### src/rtl/axi_wr_arbiter_if.sv
// Write-channel bundle between NUM_M AXI masters, the arbiter and one slave.
// slave modport is the arbiter's view, master modport is the environment's.
interface axi_wr_arbiter_if #(
  parameter int NUM_M  = 4,
  parameter int ADDR_W = 32,
  parameter int DATA_W = 32,
  parameter int ID_W   = 4
);
  logic [NUM_M-1:0]        m_awvalid;
  logic [NUM_M-1:0]        m_awready;
  logic [NUM_M*ADDR_W-1:0] m_awaddr;
  logic [NUM_M*ID_W-1:0]   m_awid;
  logic [NUM_M-1:0]        m_wvalid;
  logic [NUM_M-1:0]        m_wlast;
  logic [NUM_M*DATA_W-1:0] m_wdata;
  logic [NUM_M-1:0]        m_wready;
  logic [NUM_M-1:0]        m_bvalid;
  logic [NUM_M-1:0]        m_bready;
  logic [ID_W-1:0]         m_bid;
  logic [1:0]              m_bresp;

  logic                    s_awvalid;
  logic                    s_awready;
  logic [ADDR_W-1:0]       s_awaddr;
  logic [ID_W-1:0]         s_awid;
  logic                    s_wvalid;
  logic                    s_wready;
  logic [DATA_W-1:0]       s_wdata;
  logic                    s_wlast;
  logic                    s_bvalid;
  logic                    s_bready;
  logic [ID_W-1:0]         s_bid;
  logic [1:0]              s_bresp;

  modport slave (
    input  m_awvalid, m_awaddr, m_awid,
    input  m_wvalid, m_wlast, m_wdata,
    input  m_bready,
    output m_awready, m_wready,
    output m_bvalid, m_bid, m_bresp,
    output s_awvalid, s_awaddr, s_awid,
    output s_wvalid, s_wdata, s_wlast,
    output s_bready,
    input  s_awready, s_wready,
    input  s_bvalid, s_bid, s_bresp
  );

  modport master (
    output m_awvalid, m_awaddr, m_awid,
    output m_wvalid, m_wlast, m_wdata,
    output m_bready,
    input  m_awready, m_wready,
    input  m_bvalid, m_bid, m_bresp,
    input  s_awvalid, s_awaddr, s_awid,
    input  s_wvalid, s_wdata, s_wlast,
    input  s_bready,
    output s_awready, s_wready,
    output s_bvalid, s_bid, s_bresp
  );
endinterface

### src/rtl/axi_wr_arbiter.sv
// Round-robin AXI write arbiter: one full AW/W/B transaction per grant.
// Define AXI_ARB_WDOG_EN to add the stall watchdog (limit WDOG_LIMIT).
module axi_wr_arbiter #(
  parameter int NUM_M      = 4,
  parameter int ADDR_W     = 32,
  parameter int DATA_W     = 32,
  parameter int ID_W       = 4,
  parameter int WDOG_LIMIT = 255
) (
  input  logic               ACLK,
  input  logic               ARESETn,
  axi_wr_arbiter_if.slave    bus,
  output logic [NUM_M-1:0]   grant_o,
  output logic               busy_o,
  output logic               err_timeout_o
);

  localparam int IW = (NUM_M > 1) ? $clog2(NUM_M) : 1;

  localparam logic [1:0] S_IDLE = 2'd0;
  localparam logic [1:0] S_ADDR = 2'd1;
  localparam logic [1:0] S_DATA = 2'd2;
  localparam logic [1:0] S_RESP = 2'd3;

  logic [1:0]       state_q, state_d;
  logic [NUM_M-1:0] grant_q, grant_d;
  logic [IW-1:0]    gidx_q, gidx_d;
  logic [IW-1:0]    last_q, last_d;

  logic          in_addr, in_data, in_resp;
  logic          aw_hs, w_hs, b_hs, any_hs;
  logic          win_found;
  logic [IW-1:0] win_idx;
  logic          wdog_fire;

  assign in_addr = (state_q == S_ADDR);
  assign in_data = (state_q == S_DATA);
  assign in_resp = (state_q == S_RESP);

  // Slave-facing request path: only the granted master, only in its phase
  assign bus.s_awvalid = in_addr & bus.m_awvalid[gidx_q];
  assign bus.s_awaddr  = in_addr ?
    bus.m_awaddr[gidx_q*ADDR_W +: ADDR_W] : '0;
  assign bus.s_awid    = in_addr ?
    bus.m_awid[gidx_q*ID_W +: ID_W] : '0;

  assign bus.s_wvalid  = in_data & bus.m_wvalid[gidx_q];
  assign bus.s_wlast   = in_data & bus.m_wlast[gidx_q];
  assign bus.s_wdata   = in_data ?
    bus.m_wdata[gidx_q*DATA_W +: DATA_W] : '0;

  assign bus.s_bready  = in_resp & bus.m_bready[gidx_q];

  // Master-facing return path, masked to the current owner
  assign bus.m_awready = grant_q & {NUM_M{in_addr & bus.s_awready}};
  assign bus.m_wready  = grant_q & {NUM_M{in_data & bus.s_wready}};
  assign bus.m_bvalid  = grant_q & {NUM_M{in_resp & bus.s_bvalid}};
  assign bus.m_bid     = in_resp ? bus.s_bid : '0;
  assign bus.m_bresp   = in_resp ? bus.s_bresp : '0;

  assign aw_hs  = bus.s_awvalid & bus.s_awready;
  assign w_hs   = bus.s_wvalid & bus.s_wready;
  assign b_hs   = bus.s_bvalid & bus.s_bready;
  assign any_hs = aw_hs | w_hs | b_hs;

  assign grant_o = grant_q;
  assign busy_o  = (state_q != S_IDLE);

  // First requester found scanning upward from last_q+1, wrapping
  always_comb begin
    int c;
    logic [IW-1:0] cidx;
    c         = 0;
    cidx      = '0;
    win_found = 1'b0;
    win_idx   = '0;
    for (int k = 1; k <= NUM_M; k++) begin
      c    = (int'(last_q) + k) % NUM_M;
      cidx = IW'(c);
      if (!win_found && bus.m_awvalid[cidx]) begin
        win_found = 1'b1;
        win_idx   = cidx;
      end
    end
  end

`ifdef AXI_ARB_WDOG_EN
  localparam int WW = $clog2(WDOG_LIMIT + 1);

  logic [WW-1:0] wdog_q, wdog_d;
  logic          err_q, err_d;

  always_comb begin
    wdog_fire = busy_o & ~any_hs &
                (wdog_q == WW'(WDOG_LIMIT - 1));
    wdog_d    = wdog_q;
    err_d     = err_q | wdog_fire;
    if (!busy_o || any_hs || wdog_fire)
      wdog_d = '0;
    else
      wdog_d = wdog_q + 1'b1;
  end

  always_ff @(posedge ACLK or negedge ARESETn) begin
    if (!ARESETn) begin
      wdog_q <= '0;
      err_q  <= 1'b0;
    end else begin
      wdog_q <= wdog_d;
      err_q  <= err_d;
    end
  end

  assign err_timeout_o = err_q;
`else
  assign wdog_fire     = 1'b0;
  assign err_timeout_o = 1'b0;
`endif

  always_comb begin
    state_d = state_q;
    grant_d = grant_q;
    gidx_d  = gidx_q;
    last_d  = last_q;
    unique case (state_q)
      S_IDLE: begin
        if (win_found) begin
          state_d = S_ADDR;
          gidx_d  = win_idx;
          grant_d = NUM_M'(1) << win_idx;
        end
      end
      S_ADDR: begin
        if (aw_hs)
          state_d = S_DATA;
      end
      S_DATA: begin
        if (w_hs && bus.s_wlast)
          state_d = S_RESP;
      end
      S_RESP: begin
        if (b_hs) begin
          state_d = S_IDLE;
          grant_d = '0;
          last_d  = gidx_q;
        end
      end
      default: begin
        state_d = S_IDLE;
        grant_d = '0;
      end
    endcase
    // Abort of a stalled transaction still rotates priority
    if (wdog_fire) begin
      state_d = S_IDLE;
      grant_d = '0;
      last_d  = gidx_q;
    end
  end

  always_ff @(posedge ACLK or negedge ARESETn) begin
    if (!ARESETn) begin
      state_q <= S_IDLE;
      grant_q <= '0;
      gidx_q  <= '0;
      last_q  <= IW'(NUM_M - 1);
    end else begin
      state_q <= state_d;
      grant_q <= grant_d;
      gidx_q  <= gidx_d;
      last_q  <= last_d;
    end
  end

endmodule

### src/flat_wrapper.sv
// flat-port wrapper written by rule: the top's interface ports become plain ports
module axi_wr_arbiter_flat 
#(
  parameter int NUM_M      = 4,
  parameter int ADDR_W     = 32,
  parameter int DATA_W     = 32,
  parameter int ID_W       = 4,
  parameter int WDOG_LIMIT = 255
)
  (ACLK, ARESETn, grant_o, busy_o, err_timeout_o, bus_m_awvalid, bus_m_awaddr, bus_m_awid, bus_m_wvalid, bus_m_wlast, bus_m_wdata, bus_m_bready, bus_m_awready, bus_m_wready, bus_m_bvalid, bus_m_bid, bus_m_bresp, bus_s_awvalid, bus_s_awaddr, bus_s_awid, bus_s_wvalid, bus_s_wdata, bus_s_wlast, bus_s_bready, bus_s_awready, bus_s_wready, bus_s_bvalid, bus_s_bid, bus_s_bresp);
  axi_wr_arbiter_if #(.NUM_M(NUM_M), .ADDR_W(ADDR_W), .DATA_W(DATA_W), .ID_W(ID_W)) bus_i ();
  input  logic ACLK;
  input  logic ARESETn;
  output logic [NUM_M-1:0] grant_o;
  output logic busy_o;
  output logic err_timeout_o;
  input wire logic [$bits(bus_i.m_awvalid)-1:0] bus_m_awvalid;
  input wire logic [$bits(bus_i.m_awaddr)-1:0] bus_m_awaddr;
  input wire logic [$bits(bus_i.m_awid)-1:0] bus_m_awid;
  input wire logic [$bits(bus_i.m_wvalid)-1:0] bus_m_wvalid;
  input wire logic [$bits(bus_i.m_wlast)-1:0] bus_m_wlast;
  input wire logic [$bits(bus_i.m_wdata)-1:0] bus_m_wdata;
  input wire logic [$bits(bus_i.m_bready)-1:0] bus_m_bready;
  output wire logic [$bits(bus_i.m_awready)-1:0] bus_m_awready;
  output wire logic [$bits(bus_i.m_wready)-1:0] bus_m_wready;
  output wire logic [$bits(bus_i.m_bvalid)-1:0] bus_m_bvalid;
  output wire logic [$bits(bus_i.m_bid)-1:0] bus_m_bid;
  output wire logic [$bits(bus_i.m_bresp)-1:0] bus_m_bresp;
  output wire logic [$bits(bus_i.s_awvalid)-1:0] bus_s_awvalid;
  output wire logic [$bits(bus_i.s_awaddr)-1:0] bus_s_awaddr;
  output wire logic [$bits(bus_i.s_awid)-1:0] bus_s_awid;
  output wire logic [$bits(bus_i.s_wvalid)-1:0] bus_s_wvalid;
  output wire logic [$bits(bus_i.s_wdata)-1:0] bus_s_wdata;
  output wire logic [$bits(bus_i.s_wlast)-1:0] bus_s_wlast;
  output wire logic [$bits(bus_i.s_bready)-1:0] bus_s_bready;
  input wire logic [$bits(bus_i.s_awready)-1:0] bus_s_awready;
  input wire logic [$bits(bus_i.s_wready)-1:0] bus_s_wready;
  input wire logic [$bits(bus_i.s_bvalid)-1:0] bus_s_bvalid;
  input wire logic [$bits(bus_i.s_bid)-1:0] bus_s_bid;
  input wire logic [$bits(bus_i.s_bresp)-1:0] bus_s_bresp;
  assign bus_i.m_awvalid = bus_m_awvalid;
  assign bus_i.m_awaddr = bus_m_awaddr;
  assign bus_i.m_awid = bus_m_awid;
  assign bus_i.m_wvalid = bus_m_wvalid;
  assign bus_i.m_wlast = bus_m_wlast;
  assign bus_i.m_wdata = bus_m_wdata;
  assign bus_i.m_bready = bus_m_bready;
  assign bus_m_awready = bus_i.m_awready;
  assign bus_m_wready = bus_i.m_wready;
  assign bus_m_bvalid = bus_i.m_bvalid;
  assign bus_m_bid = bus_i.m_bid;
  assign bus_m_bresp = bus_i.m_bresp;
  assign bus_s_awvalid = bus_i.s_awvalid;
  assign bus_s_awaddr = bus_i.s_awaddr;
  assign bus_s_awid = bus_i.s_awid;
  assign bus_s_wvalid = bus_i.s_wvalid;
  assign bus_s_wdata = bus_i.s_wdata;
  assign bus_s_wlast = bus_i.s_wlast;
  assign bus_s_bready = bus_i.s_bready;
  assign bus_i.s_awready = bus_s_awready;
  assign bus_i.s_wready = bus_s_wready;
  assign bus_i.s_bvalid = bus_s_bvalid;
  assign bus_i.s_bid = bus_s_bid;
  assign bus_i.s_bresp = bus_s_bresp;
  axi_wr_arbiter #(.NUM_M(NUM_M), .ADDR_W(ADDR_W), .DATA_W(DATA_W), .ID_W(ID_W), .WDOG_LIMIT(WDOG_LIMIT)) u_core (.ACLK(ACLK), .ARESETn(ARESETn), .bus(bus_i), .grant_o(grant_o), .busy_o(busy_o), .err_timeout_o(err_timeout_o));
endmodule
### config.mk
export PLATFORM = sky130hd
export DESIGN_NAME = axi_wr_arbiter_flat
export DESIGN_NICKNAME = d
export VERILOG_FILES = /design/src/rtl/axi_wr_arbiter_if.sv /design/src/rtl/axi_wr_arbiter.sv /design/src/flat_wrapper.sv
export SDC_FILE = /design/constraint.sdc
export NUM_CORES = 1
export LEC_CHECK = 0
export ABC_AREA = 1
export BUFFER_PORTS_ARGS = -buffer_cell sky130_fd_sc_hd__buf_2
export CAP_MARGIN = 20
export CORE_AREA = 3 3 153 155
export DETAILED_ROUTE_END_ITERATION = 8
export DIE_AREA = 0 0 156 158
export GPL_TIMING_DRIVEN = 0
export PLACE_DENSITY = 0.43
export SYNTH_ARGS = -nofsm -noshare
export SYNTH_HDL_FRONTEND = slang
export SYNTH_SLANG_ARGS = --single-unit
### constraint.sdc
create_clock -name ACLK -period 3.8 [get_ports ACLK]
set_input_delay 0.76 -clock ACLK [delete_from_list [all_inputs] [get_ports ACLK]]
set_output_delay 0.76 -clock ACLK [all_outputs]
set_load 0.02 [all_outputs]
==> results.sh, run 1 <==
export IMPL_port_buffers=393
export IMPL_seq_area_um2=252.7
export IMPL_ys_seq_elements=10
export IMPL_cts_buffers=3
export IMPL_cp_max_fo=10
export IMPL_vias=6136
export IMPL_clk_pin_slew_ns=0.04
export IMPL_first_pass_iters=5
export IMPL_fin_crit_sh=0.8349
export IMPL_wl_um=25130
export IMPL_rsz0062_at_grt="no"
export IMPL_synth_warnings=0
export IMPL_cts_root_buf="clkbuf_16"
export IMPL_cap_violations=0
export IMPL_cts_resized=0
export IMPL_dp_hpwl_um=20610
export IMPL_setup_tns_ns=0
export IMPL_synth_seq_area_share=0.07290
export IMPL_finalPower_mw=4.424
export IMPL_io_pins=395
export IMPL_drive_gt1_frac=0.4077
export IMPL_fin_skew_ns=0.002799
export IMPL_layout_commonest_cell="buf_2"
export IMPL_ys_async_sr_fraction=1.000
export IMPL_synth_edf_count=0
export IMPL_drc_errors=0
export IMPL_grt_antenna_before_repair=3
export IMPL_drt_vias_per_instance=4.392
export IMPL_cts_path_max_buffers=2
export IMPL_cts_num_sinks=10
export IMPL_dieArea_um2=24650
export IMPL_cts_tree="yes"
export IMPL_peakVddDrop_v=0.0002171
export IMPL_ant_nets=0
export IMPL_synthCells=719
export IMPL_start_kind="flip-flop"
export IMPL_cellLeakagePower_nw=3.277
export IMPL_status="complete, no violations"
export IMPL_coreArea_um2=21960
export IMPL_fin_nets=1421
export IMPL_synth_ff_type="dfrtp_1"
export IMPL_syn2layout_area_growth_pct=69.47
export IMPL_final_cell_mix="413 x buf_2, 297 x nor2_1, 143 x o21ai_0"
export IMPL_overflow=0
export IMPL_n_fill_cell=2584
export IMPL_fp_dieH_um=158
export IMPL_syn_num_nets=1023
export IMPL_cts_hold_buffers_added=0
export IMPL_synth_distinct_cells=28
export IMPL_critical_path_class="flip-flop to output port"
export IMPL_worstPathArrival_ns=2.41
export IMPL_grt_pass1_vias=5993
export IMPL_fin_crit_ns=3.173
export IMPL_die_x_um=156
export IMPL_gp_congestion=0.8622
export IMPL_grt_max_degree=11
export IMPL_finalSetupViolations=0
export IMPL_start_util=0.1579
export IMPL_row_count=54
export IMPL_power_density_nw_per_um2=752.9
export IMPL_syn_area_um2=3467
export IMPL_postCtsSetupBuffers=0
export IMPL_h_tree_depth=1
export IMPL_multi_input_area_um2=2814
export IMPL_syn_area_per_cell_um2=4.822
export IMPL_clk_latency_ns=0.24
export IMPL_tightest_slew_ns=0.8006
export IMPL_fmax_mhz=315.2
export IMPL_reg2reg_depth=11
export IMPL_avgRoutedWirePerCell_um=17.99
export IMPL_drv_slew=0
export IMPL_grt_pass1_wl_um=35270
export IMPL_drt_iter0_markers=376
export IMPL_required_ns=3.04
export IMPL_gr_usage_all_layers=0.1847
export IMPL_hold_viol=0
export IMPL_worstHoldPathType="primary input to asynchronous set/reset pin"
export IMPL_slew_headroom=0.4663
export IMPL_worst_setup_path_end_kind="output port"
[where the power goes]
part           total [mW]  internal (mW)  switching, mW
registers           0.204          0.164         0.0400
logic                4.00           1.23           2.78
clock network       0.215          0.159         0.0565
total                4.42           1.55           2.87
[through the flow]
stage	hold WS, ns	area (µm²)	setup WS [ns]	std cells	util
after floorplan	0.4644	3467	1.612	719	-
after global placement	0.5105	5784	0.8327	1392	0.2634
after detailed placement	0.5048	5784	0.8640	1392	0.2634
after CTS	0.3882	5873	0.6057	1396	0.2675
after global routing	0.4019	5876	0.5271	1397	0.2676
final	0.3828	5876	0.6272	1397	0.2676
[sequential cells by signal (all words and copies together), names as in the netlist]
signal / count
u_core.grant_o: 4
u_core.gidx_q: 2
u_core.state_q: 2
u_core.last_q: 2
[cell type report]
class	instances	area share
Buffer	56	0.04514
Multi-Input combinational cell	619	0.4789
Inverter	34	0.02300
Sequential cell	10	0.04302
Antenna cell	1	0.0004259
Tap cell	280	0.05963
Clock buffer	4	0.01512
Timing Repair Buffer	393	0.3348
[layer usage]
layer	GRT usage	wire [µm]	vias up
li1	-	-	3126
met3	0.03198	1720	20
met5	0	26	-
met2	0.3336	12290	248
met1	0.2348	10810	2738
met4	0.02691	279	4
[cells by family (layout without fill, tap and decap cells)]
| family | count (synthesis) | after routing | synth area share |
|---|---|---|---|
| AO/OA/AOI/OAI | 223 | 223 | 0.3233 |
| adder cells (fa/ha/maj) | 5 | 5 | 0.01804 |
| buffers and inverters | 90 | 487 | 0.1155 |
| flip-flops | 10 | 10 | 0.07290 |
| other | 1 | 2 | 0.001082 |
| AND/OR/NAND/NOR | 390 | 390 | 0.4691 |
[path summary, 6_finish.rpt]
| kind | from | endpoint | slack [ns] |
|---|---|---|---|
| worst max register to register | u_core.gidx_q[0] | u_core.state_q[1] | 1.90 |
| worst max-delay path | u_core.gidx_q[1] | bus_s_awaddr[26] | 0.63 |
| worst min-delay path | ARESETn | u_core.state_q[1] | 0.38 |
| max in group asynchronous | ARESETn | u_core.last_q[1] | 3.15 |
| min in group ACLK | u_core.grant_o[2] | u_core.grant_o[2] | 0.52 |
| worst min register to register | u_core.grant_o[2] | u_core.grant_o[2] | 0.52 |
[synth_stat cells (all sizes together), types with 2 or more instances]
library cell    n  area, µm²
nand4           4      31.28
o21ai         148      740.7
nand3          18      107.6
dfrtp           8      200.2
nand2          68      340.3
buf            36      190.2
nor2          300       1147
a21oi          73      365.4
inv            33      131.4
ha              5      62.56
o211ai          2      15.01
dfstp           2      52.55
clkbuf         20      75.07
[worst max-delay path: stages, from the launching register on]
cell and delay, ns:
dfrtp_1 0.41, inv_2 0.27, clkbuf_1 0.61, buf_2 0.37, nor2_1 0.07, o21ai_0 0.12, a21oi_1 0.11, buf_2 0.18
(Power assumes the default switching activity.)
==> run 2, diff against run 1 <==
- PLACE_DENSITY: 0.43 -> 0.45
- clock period: 3.8 -> 2.8 ns (I/O delays scaled with it)
==> results.sh, run 2 (synthesized netlist as in run 1, its figures left out) <==
export IMPL_cts_path_max_buffers=2
export IMPL_postCtsSetupBuffers=0
export IMPL_grt_pass1_vias=5810
export IMPL_start_util=0.1579
export IMPL_vias=6155
export IMPL_gp_congestion=0.8955
export IMPL_slew_headroom=0.6120
export IMPL_final_cell_mix="409 x buf_2, 297 x nor2_1, 143 x o21ai_0"
export IMPL_cp_max_fo=10
export IMPL_drv_slew=0
export IMPL_fmax_mhz=381.2
export IMPL_cts_buffers=3
export IMPL_crit_path_cell_trace="buf_4 -> clkbuf_4 -> buf_4 -> nor2_1 -> nor2_1 -> o21ai_0 -> a21oi_1 -> buf_2"
export IMPL_cts_num_sinks=10
export IMPL_rsz0062_at_grt="no"
export IMPL_critical_path_class="flip-flop to output port"
export IMPL_hold_viol=0
export IMPL_grt_pass1_wl_um=33870
export IMPL_worstHoldPathType="primary input to asynchronous set/reset pin"
export IMPL_layout_commonest_cell="buf_2"
export IMPL_start_kind="flip-flop"
export IMPL_drt_vias_per_instance=4.412
export IMPL_dieArea_um2=24650
export IMPL_max_stage_delay_ns=0.35
export IMPL_ant_nets=0
export IMPL_row_count=54
export IMPL_status="complete, no violations"
export IMPL_cts_root_buf="clkbuf_16"
export IMPL_grt_max_degree=18
export IMPL_coreArea_um2=21960
export IMPL_worstPathArrival_ns=2.06
export IMPL_h_tree_depth=1
export IMPL_avgRoutedWirePerCell_um=17.47
export IMPL_fin_nets=1420
export IMPL_path_delay_family="buffers and inverters"
export IMPL_grt_antenna_before_repair=2
export IMPL_overflow=0
export IMPL_fin_skew_ns=0.003164
export IMPL_die_x_um=156
export IMPL_power_density_nw_per_um2=1011
export IMPL_path_buf_inv=4
export IMPL_antenna_cells=0
export IMPL_clk_pin_slew_ns=0.04
export IMPL_drt_iter0_markers=370
export IMPL_drc_errors=0
export IMPL_cap_violations=0
export IMPL_peakVddDrop_v=0.0003527
export IMPL_required_ns=2.24
export IMPL_dp_hpwl_um=20490
export IMPL_cellLeakagePower_nw=3.291
export IMPL_fin_util=0.2677
export IMPL_io_pins=395
export IMPL_finalPower_mw=5.945
export IMPL_finalSetupViolations=0
export IMPL_tightest_slew_ns=0.5820
export IMPL_drive_gt1_frac=0.4135
export IMPL_fin_crit_ns=2.623
export IMPL_wl_um=24370
export IMPL_fin_crit_sh=0.9369
export IMPL_setup_tns_ns=0
export IMPL_crit_path_top_delay_cell="dfrtp_1"
export IMPL_clk_latency_ns=0.24
export IMPL_worst_setup_path_end_kind="output port"
export IMPL_syn2layout_area_growth_pct=69.54
export IMPL_cts_tree="yes"
export IMPL_largest_register_ffs=4
export IMPL_port_buffers=393
export IMPL_first_pass_iters=5
export IMPL_gr_usage_all_layers=0.1787
export IMPL_fp_dieH_um=158
==> run 2: path summary, 6_finish.rpt <==
kind | to | slack (ns) | cells after the start | startpoint
worst max-delay path | bus_s_awid[3] | 0.18 | 8 | u_core.gidx_q[0]
min in group ACLK | u_core.grant_o[2] | 0.52 | 2 | u_core.grant_o[2]
worst min register to register | u_core.grant_o[2] | 0.52 | 2 | u_core.grant_o[2]
worst max register to register | u_core.state_q[1] | 0.98 | 9 | u_core.gidx_q[0]
worst min-delay path | u_core.grant_o[0] | 0.19 | 1 | ARESETn
max in group asynchronous | u_core.last_q[1] | 2.35 | 1 | ARESETn
==> run 2: per-layer routing <==
metal / wire length (µm) / vias to the layer above / track usage
met3: 1845 / 34 / 0.03390
met5: 27 / - / 0
met1: 9875 / 2715 / 0.2188
li1: - / 3119 / -
met2: 12200 / 283 / 0.3262
met4: 420 / 4 / 0.03616
==> run 2: through the flow <==
| step | setup slack [ns] | hold slack [ns] | std cells | cell area [µm²] |
|---|---|---|---|---|
| final | 0.1767 | 0.1868 | 1395 | 5878 |
| after global routing | 0.001430 | 0.2003 | 1395 | 5878 |
| after CTS | 0.02557 | 0.1884 | 1395 | 5866 |
| after detailed placement | 0.01726 | 0.4431 | 1392 | 5784 |
| after global placement | 0.02273 | 0.4440 | 1392 | 5784 |
| after floorplan | 0.8119 | 0.2644 | 719 | 3467 |
==> run 2: area by class of cell <==
type,count,area (µm²)
inverters,34,135.1
repair buffers,393,1967
multi-input cells,619,2814
fillers,2658,16080
clock buffers,4,78.83
plain buffers,55,280.3
well taps,280,350.3
flip-flops and latches,10,252.7
==> run 2: repair_timing <==
action                     CTS  global route
setup endpoints to repair   11            19
resized for setup            3            13
cloned                       0             0
hold buffers                 0             0
==> run 2: where the power goes <==
group / switching (mW) / internal, mW / leakage (nW) / total [mW]
registers: 0.0516 / 0.223 / 0.123 / 0.274
clock network: 0.0666 / 0.191 / 0.0382 / 0.257
logic: 3.73 / 1.69 / 3.13 / 5.41
